===== src/rtl/unidad_riesgos.sv =====
// Hazard/stall controller for the 5-stage MIPS pipeline: load-use stall, branch flush, memory freeze and timeout trap.
// Control outputs are zero-latency Mealy; estado/error_espera/ciclos_parada are registered. A memory freeze holds for as long as memory is not ready.
module unidad_riesgos #(
   parameter int MAX_ESPERA = 16,
   parameter int ANCHO_CNT  = 16
) (
   input  logic                 clk,
   input  logic                 reset,
   input  logic [4:0]           rs_ID,
   input  logic [4:0]           rt_ID,
   input  logic                 usa_rt_ID,
   input  logic                 mem_leer_EX,
   input  logic [4:0]           rt_EX,
   input  logic                 branch_tomado_MEM,
   input  logic                 mem_acceso_MEM,
   input  logic                 mem_listo,
   output logic                 pc_escribir,
   output logic                 if_id_escribir,
   output logic                 if_id_limpiar,
   output logic                 id_ex_burbuja,
   output logic                 ex_mem_limpiar,
   output logic                 congelar,
   output logic [1:0]           estado,
   output logic                 error_espera,
   output logic [ANCHO_CNT-1:0] ciclos_parada
);

   localparam int W_ESP = $clog2(MAX_ESPERA) + 1;

   localparam logic [1:0] ST_RUN   = 2'b00;
   localparam logic [1:0] ST_WAIT  = 2'b01;
   localparam logic [1:0] ST_ERROR = 2'b10;

   logic [1:0]           estado_q, estado_d;
   logic [W_ESP-1:0]     espera_cnt_q, espera_cnt_d;
   logic                 error_q, error_d;
   logic [ANCHO_CNT-1:0] ciclos_q, ciclos_d;

   logic lu;
   logic mw;

   always_comb begin
      lu = mem_leer_EX && (rt_EX != 5'd0) &&
           ((rt_EX == rs_ID) || (usa_rt_ID && (rt_EX == rt_ID)));
      mw = mem_acceso_MEM && !mem_listo;
   end

   // WAIT with mw=1 collapses onto the RUN mw rule; WAIT with mw=0 is plain RUN.
   always_comb begin
      pc_escribir    = 1'b1;
      if_id_escribir = 1'b1;
      if_id_limpiar  = 1'b0;
      id_ex_burbuja  = 1'b0;
      ex_mem_limpiar = 1'b0;
      congelar       = 1'b0;
      if (estado_q == ST_ERROR) begin
         congelar       = 1'b1;
         pc_escribir    = 1'b0;
         if_id_escribir = 1'b0;
      end else if (mw) begin
         congelar       = 1'b1;
         pc_escribir    = 1'b0;
         if_id_escribir = 1'b0;
      end else if (branch_tomado_MEM) begin
         if_id_limpiar  = 1'b1;
         id_ex_burbuja  = 1'b1;
         ex_mem_limpiar = 1'b1;
      end else if (lu) begin
         pc_escribir    = 1'b0;
         if_id_escribir = 1'b0;
         id_ex_burbuja  = 1'b1;
      end
   end

   always_comb begin
      estado_d     = estado_q;
      espera_cnt_d = espera_cnt_q;
      error_d      = error_q;
      case (estado_q)
         ST_RUN: begin
            if (mw) begin
               estado_d     = ST_WAIT;
               espera_cnt_d = W_ESP'(1);
            end
         end
         ST_WAIT: begin
            if (!mw) begin
               estado_d     = ST_RUN;
               espera_cnt_d = '0;
            end else if (espera_cnt_q == W_ESP'(MAX_ESPERA - 1)) begin
               estado_d = ST_ERROR;
               error_d  = 1'b1;
            end else begin
               espera_cnt_d = espera_cnt_q + W_ESP'(1);
            end
         end
         ST_ERROR: begin
            estado_d = ST_ERROR;
         end
         default: begin
            estado_d     = ST_RUN;
            espera_cnt_d = '0;
         end
      endcase
   end

   always_comb begin
      ciclos_d = ciclos_q;
      if (!pc_escribir && (ciclos_q != {ANCHO_CNT{1'b1}})) begin
         ciclos_d = ciclos_q + ANCHO_CNT'(1);
      end
   end

   always_ff @(posedge clk or posedge reset) begin
      if (reset) begin
         estado_q     <= ST_RUN;
         espera_cnt_q <= '0;
         error_q      <= 1'b0;
         ciclos_q     <= '0;
      end else begin
         estado_q     <= estado_d;
         espera_cnt_q <= espera_cnt_d;
         error_q      <= error_d;
         ciclos_q     <= ciclos_d;
      end
   end

   assign estado        = estado_q;
   assign error_espera  = error_q;
   assign ciclos_parada = ciclos_q;

endmodule


===== config.mk =====
export PLATFORM = sky130hd
export DESIGN_NAME = unidad_riesgos
export DESIGN_NICKNAME = d
export VERILOG_FILES = /design/src/rtl/unidad_riesgos.sv
export SDC_FILE = /design/constraint.sdc
export NUM_CORES = 1
export LEC_CHECK = 0
export CAP_MARGIN = 40
export CELL_PAD_IN_SITES_DETAIL_PLACEMENT = 0
export CELL_PAD_IN_SITES_GLOBAL_PLACEMENT = 2
export CORE_MARGIN = 3
export CORE_UTILIZATION = 30
export CTS_BUF_LIST = sky130_fd_sc_hd__clkbuf_8
export CTS_CLUSTER_DIAMETER = 30
export CTS_CLUSTER_SIZE = 28
export DETAILED_ROUTE_END_ITERATION = 16
export PLACE_DENSITY_LB_ADDON = 0.1
export SETUP_SLACK_MARGIN = 0.05
export SLEW_MARGIN = 20
export SYNTH_ARGS = -nofsm -noshare
export SYNTH_HDL_FRONTEND = slang
export SYNTH_SLANG_ARGS = --single-unit

===== constraint.sdc =====
create_clock -name clk -period 5.4 [get_ports clk]
set_input_delay 1.08 -clock clk [delete_from_list [all_inputs] [get_ports clk]]
set_output_delay 1.08 -clock clk [all_outputs]
set_load 0.005 [all_outputs]

Yosys cells after proc, flatten, opt, wreduce, memory -nomap -nowiden --
Index checks and enable logic that the tools add are counted.
Storage, ports and cells: bits in latches 0, flip-flop bits (word level) 24, logic and storage cells 50, input bits 22, bits in read-only memories 0, RAM bits 0, output and inout port bits 25, memories 0
Operators by class: add/sub/neg operators 2, div/mod/pow operators 0, reduce and logical (&&, ||, !) cells 13, magnitude comparators 0, bitwise operators 1, $mul 0, shift-type cells 0, multiplexer cells 21, eq/ne operators 9
Operators with widths (number):
- 16-bit by 1-bit adder with 16-bit output (second input constant) | 1
- 16-bit inequality test (second input constant) | 1
- 5-bit 2-to-1 mux | 3
- 5-bit one-hot mux with 3 select lines | 1
- 1-bit 2-to-1 mux | 13
- 5-bit == test | 2
- 2-bit 2-to-1 mux | 3
- 3-bit inequality test (second input constant) | 2
- 2-bit one-hot mux with 3 select lines | 1
- 3-bit AND reduction | 2
- 5-bit by 1-bit adder with 5-bit output (second input constant) | 1
- 5-bit by 4-bit == test with 1-bit output (second input constant) | 1
- 1-bit logical AND | 5
- 5-bit nonzero test | 1
- 2-bit by 1-bit == test with 1-bit output (second input constant) | 1
- 2-bit == test (second input constant) | 1
- 1-bit logical NOT | 2
- 2-bit logical NOT | 1
- 2-bit inequality test (second input constant) | 1
- 2-bit AND reduction | 1
- 1-bit logical OR | 1
- 1-bit NOT | 1

Longest topological paths before layout --
Gate-level depths: netlist (run 1).
depth in word-level cells 10, gate-level depth with buffers 8, mapped depth without buffers 7

Worst setup path after synthesis (run 1) --
OpenSTA, ideal clock, no wires.
path kind in2out, from input rt_EX[4], to output pc_escribir, data arrival time 2.296 ns, required time 4.320 ns, cell stages on the path 6, setup slack 2.024 ns, path buffers 1, cell sequence xor2_1 -> nor4_2 -> a32oi_2 -> o31ai_1 -> inv_1 -> buf_4
Between the ends: word-level cells in the longest chain between the ends 8, elaborated cells between the ends (all ways) 11, classes of those cells eq/ne (2); mux (4); reduce/logical (5)
RTL lines:
- from (decl) | RTL line 13 | input logic [4:0] rt_EX,
- 5-bit == test | RTL line 44 | ((rt_EX == rs_ID) || (usa_rt_ID && (rt_EX == rt_ID)));
- 1-bit logical AND | RTL line 44
- 1-bit logical OR | RTL line 44
- 1-bit logical AND * | RTL line 43 | lu = mem_leer_EX && (rt_EX != 5'd0) &&
- 1-bit 2-to-1 mux * (4 in series)
- to (decl) | RTL line 17 | output logic pc_escribir,
Every way passes the cells marked *; elsewhere a longest branch is shown, timed or not.

Worst setup path in the final report (run 1) --
from input rt_EX[4], to output pc_escribir
Between the ends: word-level cells in the longest chain between the ends 8, elaborated cells between the ends (all ways) 11, classes of those cells eq/ne (2); mux (4); reduce/logical (5)
RTL lines:
- 5-bit == test | RTL line 44
- 1-bit logical AND | RTL line 44
- 1-bit logical OR | RTL line 44
- 1-bit logical AND * | RTL line 43
- 1-bit 2-to-1 mux * | RTL line 68 | end else if (lu) begin
- 1-bit 2-to-1 mux * | RTL line 64 | end else if (branch_tomado_MEM) begin
- 1-bit 2-to-1 mux * | RTL line 60 | end else if (mw) begin
- 1-bit 2-to-1 mux * | RTL line 56 | if (estado_q == ST_ERROR) begin
Marks and branches as above.

==> results.tsv, run 1 <==
stage	metric	value	unit
finish	layout-drive-gt1-share	8.889	%
cts	htreeDepth	1	
placement	port_buffers	46	
finish	final_common_cell	clkdlybuf4s50_1	
synth	synth_compound_area_share	9.434	%
timing	slew_headroom	69.08	%
timing	slew_viol_final	0	
placement	gp_congestion	0.7674	
synth	avgSynthCellArea	10.39	µm²
synth	syn_area	1393	µm²
finish	final_nets	206	
synth	synth_nets	159	
pwr	switching_share	28.14	%
finish	n_antenna_cell	0	
floorplanning	dieArea	5495	µm²
worst_setup_path	worstSetupStartpointType	primary input	
timing	fin_ws	1108	ps
pwr	p_int	407.3	µW
cts	hold_buffers	0	
timing	skew	3.639	ps
timing	finalSetupViolations	0	
routing	via_per_inst	4.957	
cts	cts_resized	0	
floorplanning	core_area	4414	µm²
finish	layout_common_cells	clkdlybuf4s50_1, dfrtp_1, xnor2_1	
cts	clk_latency	270	ps
timing	hold_viol	0	
timing	max_freq	233.0	MHz
worst_setup_path	rr_endpoint	ciclos_parada[1]$_DFFE_PP0P_	
timing	tightest_slew	463.8	ps
routing	wire_per_inst	13.86	µm
worst_setup_path	crit_chain	clkdlybuf4s50_1 -> xor2_1 -> nor4_2 -> a32oi_2 -> o31ai_1 -> inv_1 -> clkdlybuf4s50_1	
worst_setup_path	crit_path_top_delay_cell	clkdlybuf4s50_1	
routing	first_iter_violations	42	
floorplanning	dieHeight	74.13	µm
routing	num_vias	1150	
synth	synthSimpleGateAreaFrac	22.28	%
floorplanning	ioPinCount	47	
min_path	min_from	error_espera$_DFFE_PP0P_	
worst_setup_path	crit_fanout	3	
synth	yosys.area_share.adder	2.695	%
pwr	pwr-share-clk	27.7	%
worst_setup_path	cpMostUsedCell	clkdlybuf4s50_1	
worst_setup_path	crit_required	4320	ps
routing	drt_wl_total	3.216	mm
floorplanning	start_util	31.55	%
global_routing	grt_use_met3	2.703	%
pwr	power_density	285.8	nW/µm²
job	maxCapViolations	0	
cts	root_buffer	clkbuf_8	
worst_setup_path	worstSetupEndpointType	output pin	
synth	synth_top_family_by_area	simple AND/OR/NAND/NOR gates	
global_routing	grtUsageTotal	12.83	%
global_routing	grt-ovfl-total	0	
placement	dpl.cell_count	228	
routing	ant_nets	0	
synth	synth_cells	134	
pwr	power_frac_comb	27.9	%
cts	cts_inserted_buffers	3	
synth	synth_seq_cells	24	
worst_setup_path	r2r_slack	3290	ps
cts	post_cts_buffers	0	
timing	fin_crit	4292	ps
floorplanning	die-width	74.13	µm
cts	tritoncts	done	
routing	dr.pass1.iters	4	
worst_setup_path	crit_type	primary input to output pin	
finish	final_cells	232	
min_path	hold_class	flop to flop	
finish	syn2layout_area_growth	42.41	%
routing	drc	0	
placement	pre_cts_slack	1089	ps
global_routing	busiest_layer	met2	
global_routing	grt_util_met1	17.50	%
synth	synthXorXnorAreaFrac	16.35	%
min_path	whs_path_depth	1	
cts	clock-sinks	24	
worst_setup_path	cp.arrival	3210	ps
pwr	power	566.7	µW
synth	yosysSeqAreaShare	43.13	%
synth	synth_edf_count	0	
timing	finalCritPeriodShare	79.49	%
timing	tns	0	ps
placement	hpwl	2.478	mm
timing	rsz0062_at_grt	no	
pwr	p_leak	0.0008197	µW
synth	synth.area.mux_share	2.336	%
timing	hold_ws	500.8	ps
synth	postSynth.asyncResetShare	100.0	%
worst_setup_path	r2r_start	ciclos_parada[0]$_DFFE_PP0P_	
min_path	min_to	error_espera$_DFFE_PP0P_	
synth	yosys_warnings	0	
pwr	switchingPower	159.5	µW
pwr	p_seq_share	44.4	%
global_routing	antenna_found_initial	0	
global_routing	grt_max_degree	17	
worst_setup_path	cpPeakStageDelay	460	ps
floorplanning	rows	24	
cts	ctsLongestPathBuffers	2	
synth	synthDistinctLibCells	37	
status	status	finished clean	
global_routing	gr-usage-met2	20.28	%
global_routing	grt_pass1_vias	1147	
global_routing	grt_pass1_wl	5.499	mm
cts	clkTransAtPathRegs	90	ps
synth	synth_flop_cell	dfrtp_1	
worst_setup_path	ff2ff_path_depth	6	
finish	nFillCells	429	
pwr	vdd_drop_max	0.2099	mV
sequential cells by signal, indices dropped and copies added (netlist names):
name           flops
error_espera       1
espera_cnt_q       5
ciclos_parada     16
estado             2
power by group through the flow:
stage / clock (µW) / combinational [µW] / sequential, µW
floorplan: 0 / 72.3 / 249
global placement: 0 / 157 / 255
detailed placement: 0 / 161 / 255
CTS: 163 / 162 / 252
global route: 175 / 175 / 257
finish: 157 / 158 / 251
layout make-up:
type | count | area, µm² | area share (%)
Multi-Input combinational cell | 100 | 739.5 | 37.29
Sequential cell | 24 | 600.6 | 30.28
Timing Repair Buffer | 47 | 488.0 | 24.61
Tap cell | 52 | 65.06 | 3.281
Clock buffer | 3 | 41.29 | 2.082
Clock inverter | 1 | 30.03 | 1.514
Inverter | 5 | 18.77 | 0.9464
cell families (layout without fill, tap and decap cells):
| kind of cell | Yosys count | after routing |
|---|---|---|
| adder cells (fa/ha/maj) | 3 | 3 |
| buffers and inverters | 10 | 56 |
| multiplexers | 3 | 3 |
| XOR/XNOR | 26 | 26 |
| AO/OA/AOI/OAI | 16 | 16 |
| flip-flops | 24 | 24 |
| AND/OR/NAND/NOR | 52 | 52 |
worst max-delay path by stage:
| stage | startpoint | to | slack [ps] | cells after the start |
|---|---|---|---|---|
| finish | rt_EX[4] | pc_escribir | 1110 | 7 |
| detailed placement | rt_EX[4] | pc_escribir | 1090 | 7 |
| CTS | rt_EX[4] | pc_escribir | 1080 | 7 |
| global placement | rt_EX[4] | pc_escribir | 1110 | 7 |
| global route | rt_EX[4] | pc_escribir | 960 | 7 |
| floorplan | rt_EX[4] | pc_escribir | 2020 | 6 |
per-stage QoR:
step                      instance area [µm²]  utilization, %
after floorplan                          1393               -
after global placement                   1884           42.69
after detailed placement                 1912           43.31
after CTS                                1983           44.93
after global routing                     1983           44.93
final                                    1983           44.93
metal layers:
layer  part of all wire, %  up-vias
met2                    46       34
met3                   6.2        4
met4                   1.2        0
li1                      -      561
met1                    46      551
met5                     0        -
worst max-delay path, delay by kind of cell:
family	cells	cell delay, ps
compound gates	2	610
xor+xnor	1	190
buf+inv	3	1020
simple gates	1	310
synth_stat cells (2+ instances only):
library cell	number	area [µm²]
nor2_1	7	26.28
mux2_2	2	22.52
o31ai_1	2	15.01
xnor2_1	15	131.4
nand2b_1	3	18.77
a21oi_1	2	10.01
o21ai_0	3	15.01
inv_1	5	18.77
nand2_1	11	41.29
nand4_1	9	56.30
buf_4	2	15.01
xor2_1	11	96.34
o22ai_1	2	12.51
dfrtp_1	24	600.6
and3_1	8	50.05
nand3_1	3	15.01
nor2b_1	2	12.51
clkbuf_1	2	7.510
ha_1	3	37.54
Power figures use the tool's default switching activity.
==> run 2, diff against run 1 <==
--- a/config.mk
+++ b/config.mk
@@ -9,7 +9,7 @@
 export CELL_PAD_IN_SITES_DETAIL_PLACEMENT = 0
 export CELL_PAD_IN_SITES_GLOBAL_PLACEMENT = 2
 export CORE_MARGIN = 3
-export CORE_UTILIZATION = 30
+export CORE_UTILIZATION = 28
 export CTS_BUF_LIST = sky130_fd_sc_hd__clkbuf_8
 export CTS_CLUSTER_DIAMETER = 30
 export CTS_CLUSTER_SIZE = 28
==> constraint.sdc (replaced) <==
create_clock -name clk -period 4 [get_ports clk]
set_input_delay 0.8 -clock clk [delete_from_list [all_inputs] [get_ports clk]]
set_output_delay 0.8 -clock clk [all_outputs]
set_load 0.005 [all_outputs]
==> run 2 against run 1 <==
Sequential share of layout area down 0.28 points. Non-clock buffer count unchanged. Sequential power up 36%. Global-route usage down 1.1 points.
==> results.tsv, run 2 (same netlist as run 1, synthesis figures left out) <==
stage	metric	value	unit
floorplanning	die-width	76.53	µm
finish	final_common_cell	clkdlybuf4s50_1	
routing	num_vias	1146	
timing	rsz0062_at_grt	no	
pwr	vdd_drop_max	0.3080	mV
finish	largest_reg_flops	16	
placement	gp_congestion	0.7162	
global_routing	grt_pass1_wl	5.713	mm
job	maxCapViolations	0	
worst_setup_path	cpPeakStageDelay	470	ps
placement	port_buffers	46	
worst_setup_path	worstSetupStartpointType	primary input	
routing	drt_wl_total	3.332	mm
finish	regArea	600.6	µm²
cts	post_cts_buffers	0	
finish	layout_common_cells	clkdlybuf4s50_1, dfrtp_1, xnor2_1	
floorplanning	start_util	29.29	%
global_routing	antenna_found_initial	0	
worst_setup_path	crit_path_top_delay_cell	clkdlybuf4s50_1	
min_path	hold_class	flop to flop	
cts	root_buffer	clkbuf_8	
timing	finalSetupViolations	0	
timing	tightest_slew	474.3	ps
global_routing	grt-ovfl-total	0	
routing	first_iter_violations	66	
floorplanning	dieArea	5856	µm²
worst_setup_path	cpMostUsedCell	clkdlybuf4s50_1	
timing	tns	0	ps
cts	cts_resized	0	
cts	clock-sinks	24	
routing	dr.pass1.iters	4	
cts	tritoncts	done	
global_routing	grtUsageTotal	11.72	%
worst_setup_path	cp.arrival	2950	ps
routing	via_per_inst	4.640	
worst_setup_path	worstSetupEndpointType	output pin	
timing	slew_headroom	68.35	%
routing	wire_per_inst	13.49	µm
cts	hold_buffers	0	
worst_setup_path	crit_fanout	3	
routing	drc	0	
finish	syn2layout_area_growth	43.76	%
floorplanning	dieHeight	76.53	µm
timing	skew	1.189	ps
pwr	power_density	384.3	nW/µm²
pwr	p_leak	0.0008197	µW
cts	ctsLongestPathBuffers	2	
finish	fin_util	42.11	%
timing	hold_viol	0	
timing	max_freq	266.7	MHz
finish	multi_input_area	739.5	µm²
worst_setup_path	crit_required	3200	ps
worst_setup_path	crit_chain	clkdlybuf4s50_1 -> xor2_1 -> nor4_2 -> a32oi_2 -> o31ai_1 -> inv_1 -> clkdlybuf4s50_1	
cts	htreeDepth	1	
placement	hpwl	2.539	mm
routing	ant_nets	0	
status	status	finished clean	
finish	nFillCells	478	
floorplanning	ioPinCount	47	
cts	cts_inserted_buffers	3	
worst_setup_path	r2r_slack	1880	ps
finish	final_nets	206	
floorplanning	core_area	4755	µm²
global_routing	grt_max_degree	16	
worst_setup_path	crit_type	primary input to output pin	
finish	n_antenna_cell	0	
global_routing	grt_pass1_vias	1200	
timing	finalCritPeriodShare	93.75	%
cts	clkTransAtPathRegs	90	ps
finish	layout-drive-gt1-share	8.889	%
floorplanning	rows	25	
cts	clk_latency	270	ps
timing	slew_viol_final	0	
timing	fin_crit	3750	ps
[run 2: cell counts in the layout (fill, tap and decap cells not counted)]
Identical to the previous run, type by type.
[run 2: area by class of cell]
cell class	instances	area share (%)
Clock inverter	1	1.500
Inverter	5	0.9375
Multi-Input combinational cell	100	36.94
Clock buffer	3	2.063
Sequential cell	24	30.00
Tap cell	67	4.188
Timing Repair Buffer	47	24.38
[run 2: final timing paths]
| check | from | to | depth (start not counted) |
|---|---|---|---|
| min reg2reg | error_espera$_DFFE_PP0P_ | error_espera$_DFFE_PP0P_ | 1 |
| max in group asynchronous | reset | ciclos_parada[10]$_DFFE_PP0P_ | 3 |
| max | rt_EX[4] | pc_escribir | 7 |
| min in group asynchronous | reset | espera_cnt_q[1]$_DFFE_PP0P_ | 2 |
| max reg2reg | ciclos_parada[0]$_DFFE_PP0P_ | ciclos_parada[1]$_DFFE_PP0P_ | 6 |
| min | error_espera$_DFFE_PP0P_ | error_espera$_DFFE_PP0P_ | 1 |
[run 2: worst max-delay path, delay by kind of cell]
kind,cells,cell delay [ps]
buffers and inverters,3,1020
AO/OA/AOI/OAI,2,620
XOR/XNOR,1,200
AND/OR/NAND/NOR,1,310
[run 2: report_power, final]
group / internal, µW / switching, µW
sequential: 280 / 60.9
combinational: 136 / 78.0
clock: 134 / 80.7
[run 2: metal layers]
| metal | wire length (µm) | vias to the layer above | part of all wire [%] | track usage, % |
|---|---|---|---|---|
| li1 | - | 561 | - | - |
| met1 | 1725 | 537 | 52 | 16.45 |
| met2 | 1357 | 44 | 41 | 17.84 |
| met3 | 219 | 4 | 6.6 | 2.955 |
| met4 | 30 | 0 | 0.90 | 3.261 |
| met5 | 0 | - | 0 | 0 |
[run 2: metrics by stage]
step	hold slack [ps]	setup slack [ps]	instances	total power, µW	area, µm²
floorplan	467.8	1184	134	434.3	1393
global placement	477.7	304.7	242	557.0	1903
detailed placement	486.4	246.9	243	560.6	1931
CTS	511.1	250.9	247	780.6	2002
global route	543.6	149.5	247	815.0	2002
finish	497.0	250.1	247	769.3	2002
